--- src/rtl/pwm_pkg.sv ---
// Shared PWM definitions: duty codes, measurement FSM encodings and the
// shift-add duty classifier used by the decoder and the PWM generator.
package pwm_pkg;

    localparam logic [1:0] DUTY_25  = 2'b00;
    localparam logic [1:0] DUTY_50  = 2'b01;
    localparam logic [1:0] DUTY_75  = 2'b10;
    localparam logic [1:0] DUTY_100 = 2'b11;

    // Class boundaries are k/8 of the period: 3/8, 5/8, 7/8
    localparam logic [2:0] K_25_50  = 3'd3;
    localparam logic [2:0] K_50_75  = 3'd5;
    localparam logic [2:0] K_75_100 = 3'd7;

    localparam int unsigned MATH_W = 40;

    typedef enum logic [1:0] {
        ST_WAIT_RISE = 2'b00,
        ST_MEAS_HIGH = 2'b01,
        ST_MEAS_LOW  = 2'b10
    } dec_state_t;

    function automatic logic [MATH_W-1:0] mul_small(
        input logic [MATH_W-1:0] x,
        input logic [2:0]        k
    );
        logic [MATH_W-1:0] acc;
        acc = {MATH_W{1'b0}};
        if (k[0]) acc = acc + x;
        else      acc = acc;
        if (k[1]) acc = acc + (x << 2'd1);
        else      acc = acc;
        if (k[2]) acc = acc + (x << 2'd2);
        else      acc = acc;
        return acc;
    endfunction

    function automatic logic [1:0] classify_duty(
        input logic [MATH_W-1:0] high,
        input logic [MATH_W-1:0] period
    );
        logic [MATH_W-1:0] high_x8;
        logic [1:0]        code;
        high_x8 = high << 3'd3;
        if (high_x8 < mul_small(period, K_25_50))       code = DUTY_25;
        else if (high_x8 < mul_small(period, K_50_75))  code = DUTY_50;
        else if (high_x8 < mul_small(period, K_75_100)) code = DUTY_75;
        else                                            code = DUTY_100;
        return code;
    endfunction

endpackage

--- src/rtl/pwm_sync_edge.sv ---
// Two-stage synchronizer for an asynchronous line followed by a registered
// edge detector; level is aligned with the rise/fall pulses.
module pwm_sync_edge (
    input  logic clk,
    input  logic reset_n,
    input  logic d_in,
    output logic level,
    output logic rise,
    output logic fall
);

    logic meta_r;
    logic sync_r;

    // synchronizer stages
    always_ff @(posedge clk or negedge reset_n) begin
        if (!reset_n) begin
            meta_r <= 1'b0;
            sync_r <= 1'b0;
        end else begin
            meta_r <= d_in;
            sync_r <= meta_r;
        end
    end

    // registered level and one-cycle edge pulses
    always_ff @(posedge clk or negedge reset_n) begin
        if (!reset_n) begin
            level <= 1'b0;
            rise  <= 1'b0;
            fall  <= 1'b0;
        end else begin
            level <= sync_r;
            rise  <= sync_r & ~level;
            fall  <= ~sync_r & level;
        end
    end

endmodule

--- src/rtl/pwm_duty_decoder.sv ---
// Measures period and high time of an asynchronous PWM line and decodes a
// 2-bit duty class. Define PWM_DEC_TIMEOUT_EN to add the stuck-line timeout.
module pwm_duty_decoder #(
    parameter int CLK_FREQ_HZ = 32'd100_000_000,
    parameter int PWM_FREQ_HZ = 32'd50,
    localparam int NOM   = CLK_FREQ_HZ / PWM_FREQ_HZ,
    localparam int CNT_W = $clog2(32'd2 * NOM + 32'd1)
) (
    input  logic             clk,
    input  logic             reset_n,
    input  logic             pwm_in,
    output logic [1:0]       duty_sel,
    output logic             duty_valid,
    output logic             sample_stb,
    output logic [CNT_W-1:0] period_out,
    output logic [CNT_W-1:0] high_out,
    output logic             line_err
);

    import pwm_pkg::*;

    localparam logic [CNT_W-1:0] ZERO_C  = {CNT_W{1'b0}};
    localparam logic [CNT_W-1:0] ONE_C   = CNT_W'(32'd1);
    localparam logic [CNT_W-1:0] SAT_C   = CNT_W'(32'd2 * NOM);
    localparam logic [CNT_W-1:0] MIN_P_C = CNT_W'(NOM / 32'd2);
    localparam logic [CNT_W-1:0] MAX_P_C = CNT_W'((32'd3 * NOM) / 32'd2);
    localparam int               PAD_W   = MATH_W - CNT_W;

    logic             level_s;
    logic             rise_raw_s;
    logic             fall_raw_s;
    logic             rise_s;
    logic             fall_s;
    dec_state_t       state_r;
    logic [CNT_W-1:0] period_cnt_r;
    logic [CNT_W-1:0] high_cnt_r;
    logic [CNT_W-1:0] period_inc_s;
    logic [CNT_W-1:0] high_inc_s;
    logic             period_ok_s;
    logic [1:0]       duty_s;

    pwm_sync_edge u_sync_edge (
        .clk     (clk),
        .reset_n (reset_n),
        .d_in    (pwm_in),
        .level   (level_s),
        .rise    (rise_raw_s),
        .fall    (fall_raw_s)
    );

    // qualified edges, saturating increments and evaluation of the finished period
    always_comb begin
        rise_s = rise_raw_s & level_s;
        fall_s = fall_raw_s & ~level_s;
        if (period_cnt_r >= SAT_C) period_inc_s = SAT_C;
        else                       period_inc_s = period_cnt_r + ONE_C;
        if (high_cnt_r >= SAT_C)   high_inc_s = SAT_C;
        else                       high_inc_s = high_cnt_r + ONE_C;
        period_ok_s = (period_cnt_r >= MIN_P_C) && (period_cnt_r <= MAX_P_C);
        duty_s = classify_duty({{PAD_W{1'b0}}, high_cnt_r}, {{PAD_W{1'b0}}, period_cnt_r});
    end

`ifdef PWM_DEC_TIMEOUT_EN
    localparam logic [CNT_W-1:0] TO_C      = CNT_W'((32'd3 * NOM) / 32'd2);
    localparam logic [CNT_W-1:0] TO_LAST_C = CNT_W'((32'd3 * NOM) / 32'd2 - 32'd1);

    logic [CNT_W-1:0] idle_cnt_r;
    logic             timeout_s;

    // cycles without a synchronized edge; parks at the limit so the timeout fires once
    always_ff @(posedge clk or negedge reset_n) begin
        if (!reset_n) begin
            idle_cnt_r <= ZERO_C;
        end else if (rise_s || fall_s) begin
            idle_cnt_r <= ZERO_C;
        end else if (idle_cnt_r < TO_C) begin
            idle_cnt_r <= idle_cnt_r + ONE_C;
        end else begin
            idle_cnt_r <= idle_cnt_r;
        end
    end

    // fires in the cycle that completes the idle window
    always_comb begin
        timeout_s = (idle_cnt_r == TO_LAST_C) && !(rise_s || fall_s);
    end
`endif

    // measurement FSM with registered results; evaluation uses the counts
    // before the restart that the same rise causes
    always_ff @(posedge clk or negedge reset_n) begin
        if (!reset_n) begin
            state_r      <= ST_WAIT_RISE;
            period_cnt_r <= ZERO_C;
            high_cnt_r   <= ZERO_C;
            duty_sel     <= DUTY_25;
            duty_valid   <= 1'b0;
            sample_stb   <= 1'b0;
            period_out   <= ZERO_C;
            high_out     <= ZERO_C;
            line_err     <= 1'b0;
        end else begin
            sample_stb <= 1'b0;
`ifdef PWM_DEC_TIMEOUT_EN
            if (timeout_s) begin
                state_r      <= ST_WAIT_RISE;
                period_cnt_r <= ZERO_C;
                high_cnt_r   <= ZERO_C;
                if (level_s) begin
                    duty_sel   <= DUTY_100;
                    duty_valid <= 1'b1;
                    sample_stb <= 1'b1;
                end else begin
                    duty_valid <= 1'b0;
                    line_err   <= 1'b1;
                end
            end else begin
`endif
            case (state_r)
                ST_WAIT_RISE: begin
                    if (rise_s) begin
                        state_r      <= ST_MEAS_HIGH;
                        period_cnt_r <= ONE_C;
                        high_cnt_r   <= ONE_C;
                    end else begin
                        period_cnt_r <= ZERO_C;
                        high_cnt_r   <= ZERO_C;
                    end
                end
                ST_MEAS_HIGH: begin
                    if (rise_s) begin
                        // fall was missed: discard this period and start over
                        line_err     <= 1'b1;
                        period_cnt_r <= ONE_C;
                        high_cnt_r   <= ONE_C;
                    end else if (fall_s) begin
                        state_r      <= ST_MEAS_LOW;
                        period_cnt_r <= period_inc_s;
                    end else begin
                        period_cnt_r <= period_inc_s;
                        high_cnt_r   <= high_inc_s;
                    end
                end
                ST_MEAS_LOW: begin
                    if (rise_s) begin
                        state_r      <= ST_MEAS_HIGH;
                        period_cnt_r <= ONE_C;
                        high_cnt_r   <= ONE_C;
                        if (period_ok_s) begin
                            period_out <= period_cnt_r;
                            high_out   <= high_cnt_r;
                            duty_sel   <= duty_s;
                            duty_valid <= 1'b1;
                            sample_stb <= 1'b1;
                        end else begin
                            line_err <= 1'b1;
                        end
                    end else begin
                        period_cnt_r <= period_inc_s;
                    end
                end
                default: begin
                    state_r      <= ST_WAIT_RISE;
                    period_cnt_r <= ZERO_C;
                    high_cnt_r   <= ZERO_C;
                end
            endcase
`ifdef PWM_DEC_TIMEOUT_EN
            end
`endif
        end
    end

endmodule

--- config.mk ---
export PLATFORM = sky130hd
export DESIGN_NAME = pwm_duty_decoder
export DESIGN_NICKNAME = d
export VERILOG_FILES = /design/src/rtl/pwm_pkg.sv /design/src/rtl/pwm_sync_edge.sv /design/src/rtl/pwm_duty_decoder.sv
export SDC_FILE = /design/constraint.sdc
export NUM_CORES = 1
export LEC_CHECK = 0
export CORE_ASPECT_RATIO = 1.4
export CORE_MARGIN = 2
export CORE_UTILIZATION = 60
export DETAILED_ROUTE_END_ITERATION = 8
export GPL_ROUTABILITY_DRIVEN = 0
export PLACE_DENSITY = 0.8
export SLEW_MARGIN = 15
export SYNTH_ARGS = -nofsm -noshare
export SYNTH_HDL_FRONTEND = slang
export SYNTH_SLANG_ARGS = --single-unit
--- constraint.sdc ---
create_clock -name clk -period 10.1 [get_ports clk]
set_input_delay 1.515 -clock clk [delete_from_list [all_inputs] [get_ports clk]]
set_output_delay 1.515 -clock clk [all_outputs]
set_load 0.01 [all_outputs]
==> impl_results.rst <==
.. list-table::
   :header-rows: 1

   * - Metric
     - Value
   * - Cell area after synthesis
     - around 0.0095 mm2
   * - FILL cells
     - 1,282
   * - Min Clock Period, post-route
     - 5.59 ns
   * - Share of cells above drive strength 1
     - 0.0763
   * - Final antenna-violating net count
     - 0
   * - Sequential Area
     - between 0.002 and 0.003 mm2
   * - Number of max-cap violations
     - 0
   * - Cts-stage hold buffer count
     - 0
   * - Category of the critical setup timing path
     - reg -> reg
   * - Via count of the first global-routing pass
     - slightly below 8k
   * - Maximum resistive drop on vdd
     - 132 uV
   * - Setup clock skew after layout
     - 0.00911 ns
   * - Post-CTS Setup Bufs
     - 0
   * - Mean cell area of the mapped netlist
     - between 8 and 9 um2
   * - Rows
     - 54
   * - Unrepaired setup endpoints after global routing
     - no
   * - Highest Clock Rate
     - 179 MHz
   * - Number of buffers created by CTS
     - 9
   * - Cells taking the most area after synthesis
     - dfrtp_1 26%, ha_1 21%, mux2_2 5.3%, a21oi_1 4.8%, xnor2_1 4.4%
   * - Post-synthesis register bit count
     - 100
   * - Length of the first detailed-routing pass in iterations
     - 5
   * - Crit path required time
     - between 10 and 15 ns
   * - Proportion of synthesized chip area in sequential cells
     - 0.263
   * - Vias per std cell
     - 6.24
   * - Root buffer cell
     - clkbuf_16
   * - Vias post-DR
     - roughly 8.2k
   * - Count of cells resized by post-cts repair
     - 0
   * - Relative max-transition margin
     - 0.402
   * - Synth Instances
     - 1,065
   * - Warnings from Yosys
     - 0
   * - Clock edge transition at the registers on the reported setup and hold paths
     - 0.08 ns
   * - Proportion of netlist area held by the largest area contributor
     - 0.263
   * - Number of enable-type register cells in the synthesized netlist
     - 0
   * - LEAKAGE
     - ~5.0 nW
   * - Buffers added on ports
     - 51
   * - Multi-input gate area in the final layout
     - approximately 0.0067 mm2
   * - Final hold violation count
     - 0
   * - Cell area power density
     - 103 mW/mm2
   * - Number of diodes
     - 0
   * - Number of library cell types mapped by synthesis
     - 71
   * - Post-synthesis to final-layout area growth
     - 9.89%
   * - Result of the run
     - complete, no violations
   * - Later-pin clock latency in the skew report
     - 0.35 ns
   * - H-tree depth
     - 3
   * - Setup_tns
     - 0 ns
   * - Fraction of synthesis flops using an asynchronous set or reset pin
     - 1.00
   * - Number of sinks on the clock net
     - 100
   * - Crit. End Element
     - register
   * - TritonCTS clock tree
     - done
   * - Die outline width
     - 110 um
   * - Final setup violation count
     - 0
   * - Synthesized netlist net count
     - 1,227
   * - Total grt overflow
     - 0
   * - Leading area contributor after synthesis
     - dfrtp_1
   * - Residual DRC
     - 0
   * - Die Footprint
     - 0.0169 mm2
   * - Final design instance area without fill
     - 0.0104 mm2
   * - Top FF cell, synth
     - dfrtp_1
   * - Final Max Slew Viols
     - 0
   * - Core region area
     - around 0.016 mm2
   * - Total number of nets in the final design
     - between 1k and 1.5k
   * - Vertical die dimension
     - 153 um
   * - Initial DRC count
     - 389
   * - Effective utilization at floorplan
     - 0.612
   * - Wire length per cell after detailed routing
     - 18.1 um
   * - CP max FO
     - 9
   * - Half-perimeter wire length after detailed placement
     - 18,200 um
   * - Total routed wirelength
     - 23,700 um
   * - Initial antenna violation count
     - 0
   * - Global-route wire length before repair
     - 38,900 um
   * - Largest net degree at the start of global routing
     - 54
   * - Max clock buf depth
     - 2
   * - Startpoint kind of the worst setup timing path
     - register
   * - Hold Crit Class
     - reg -> reg
   * - Top Ports
     - 52
   * - GR Util All Layers
     - 0.288
   * - Data arrival, critical path
     - 5.80 ns
   * - Share of the clock period used by the worst path after layout
     - 0.553
   * - Placement-stage cell area
     - slightly above 0.01 mm2
   * - Slew of the pin with the lowest slew margin
     - 0.896 ns
## cells by family after synthesis
| logic type | count (synthesis) | synth area share |
|---|---|---|
| flip-flops | 100 | 0.263 |
| XOR/XNOR | 82 | 0.0756 |
| adder cells (fa/ha/maj) | 159 | 0.212 |
| AO/OA/AOI/OAI | 325 | 0.220 |
| multiplexers | 47 | 0.0554 |
| AND/OR/NAND/NOR | 271 | 0.138 |
| buffers and inverters | 81 | 0.0358 |
## power by group
| group | total, mW | internal [mW] | switching, mW | leakage [nW] |
|---|---|---|---|---|
| clock network | 0.340 | 0.170 | 0.170 | 0.131 |
| logic | 0.304 | 0.108 | 0.197 | 3.52 |
| registers | 0.436 | 0.413 | 0.0234 | 1.38 |
## Yosys cell counts, drive strengths merged, types with 19 or more instances
cell,instances
nand4,19
a21oi,93
mux2,45
dfrtp,100
a21o,40
nand3,28
nand2,76
xnor2,48
inv,61
nor2,71
xor2,34
ha,156
o21ai,82
## worst max-delay path, stage by stage, from the launching register on
cell and delay (ns):
dfrtp_1 0.49, ha_1 0.34, fa_1 0.43, a21o_2 0.21
a21oi_1 0.26, o211ai_1 0.22, a311oi_1 0.33, o21bai_1 0.11
a21oi_1 0.25, xnor2_1 0.12, ha_1 0.39, o21ai_0 0.13
a21oi_1 0.19, nand3_1 0.10, o21ai_1 0.24, and3_1 0.19
o221ai_1 0.12, xnor2_1 0.15, ha_1 0.29, a21o_1 0.16
a21oi_1 0.14, o21ai_0 0.10, a32o_1 0.23, nor3_1 0.16
o22ai_1 0.11
## layout by cell type (no fill, tap or decap), types with 10 or more instances in the layout
master	synthesis	routed
o21ai_0	77	77
nand4_1	19	19
dfrtp_1	100	100
o21bai_1	13	13
and3_1	12	11
o21a_1	10	10
nor2_1	71	71
inv_1	61	61
a21oi_1	92	92
a31oi_1	10	10
xor2_1	34	34
o31ai_1	13	13
ha_1	156	156
xnor2_1	48	48
nor2b_1	13	13
nand3_1	27	27
mux2_2	45	45
a21o_1	39	39
clkdlybuf4s50_1	0	50
nand2b_1	11	11
nand2_1	76	76
## per-stage QoR
step | hold WS [ns] | setup WS, ns | util | total power, mW | cells
6_report | 0.359 | 4.51 | 0.672 | 1.08 | 1310
2_1_floorplan | 0.331 | 5.21 | - | 0.642 | 1065
4_1_cts | 0.364 | 4.53 | 0.672 | 1.08 | 1310
3_3_place_gp | 0.337 | 4.79 | 0.654 | 0.734 | 1294
5_1_grt | 0.382 | 4.09 | 0.672 | 1.13 | 1310
3_5_place_dp | 0.342 | 4.57 | 0.654 | 0.744 | 1294
## worst paths after layout
check	from	endpoint	slack (ns)	cells past startpoint
min	u_sync_edge.meta_r$_DFF_PN0_	u_sync_edge.sync_r$_DFF_PN0_	0.36	0
min reg2reg	u_sync_edge.meta_r$_DFF_PN0_	u_sync_edge.sync_r$_DFF_PN0_	0.36	0
max in group asynchronous	reset_n	period_out[10]$_DFFE_PN0P_	7.83	2
min in group asynchronous	reset_n	high_out[4]$_DFFE_PN0P_	1.17	1
max	period_cnt_r[0]$_DFF_PN0_	duty_sel[0]$_DFFE_PN0P_	4.51	24
max reg2reg	period_cnt_r[0]$_DFF_PN0_	duty_sel[0]$_DFFE_PN0P_	4.51	24
## sequential cells by signal (all words and copies together), names as in the netlist, 2 cells and up
name          flops
high_out         22
period_out       22
state_r           2
duty_sel          2
period_cnt_r     22
high_cnt_r       22
## metal layers
layer	vias up	track usage	wire length, um	part of all wire
met1	3881	0.363	9930	0.42
met5	-	0	0	0
met3	80	0.0328	836	0.035
met2	217	0.479	11700	0.49
met4	0	0.150	1200	0.051
li1	3997	-	-	-
## area by class of cell
class | instances | area share
repair buffers | 53 | 0.0501
flip-flops and latches | 100 | 0.240
inverters | 61 | 0.0219
clock inverters | 6 | 0.00467
well taps | 196 | 0.0235
clock buffers | 10 | 0.0219
multi-input cells | 884 | 0.638
Note: power is estimated with default switching activity, not from simulation.
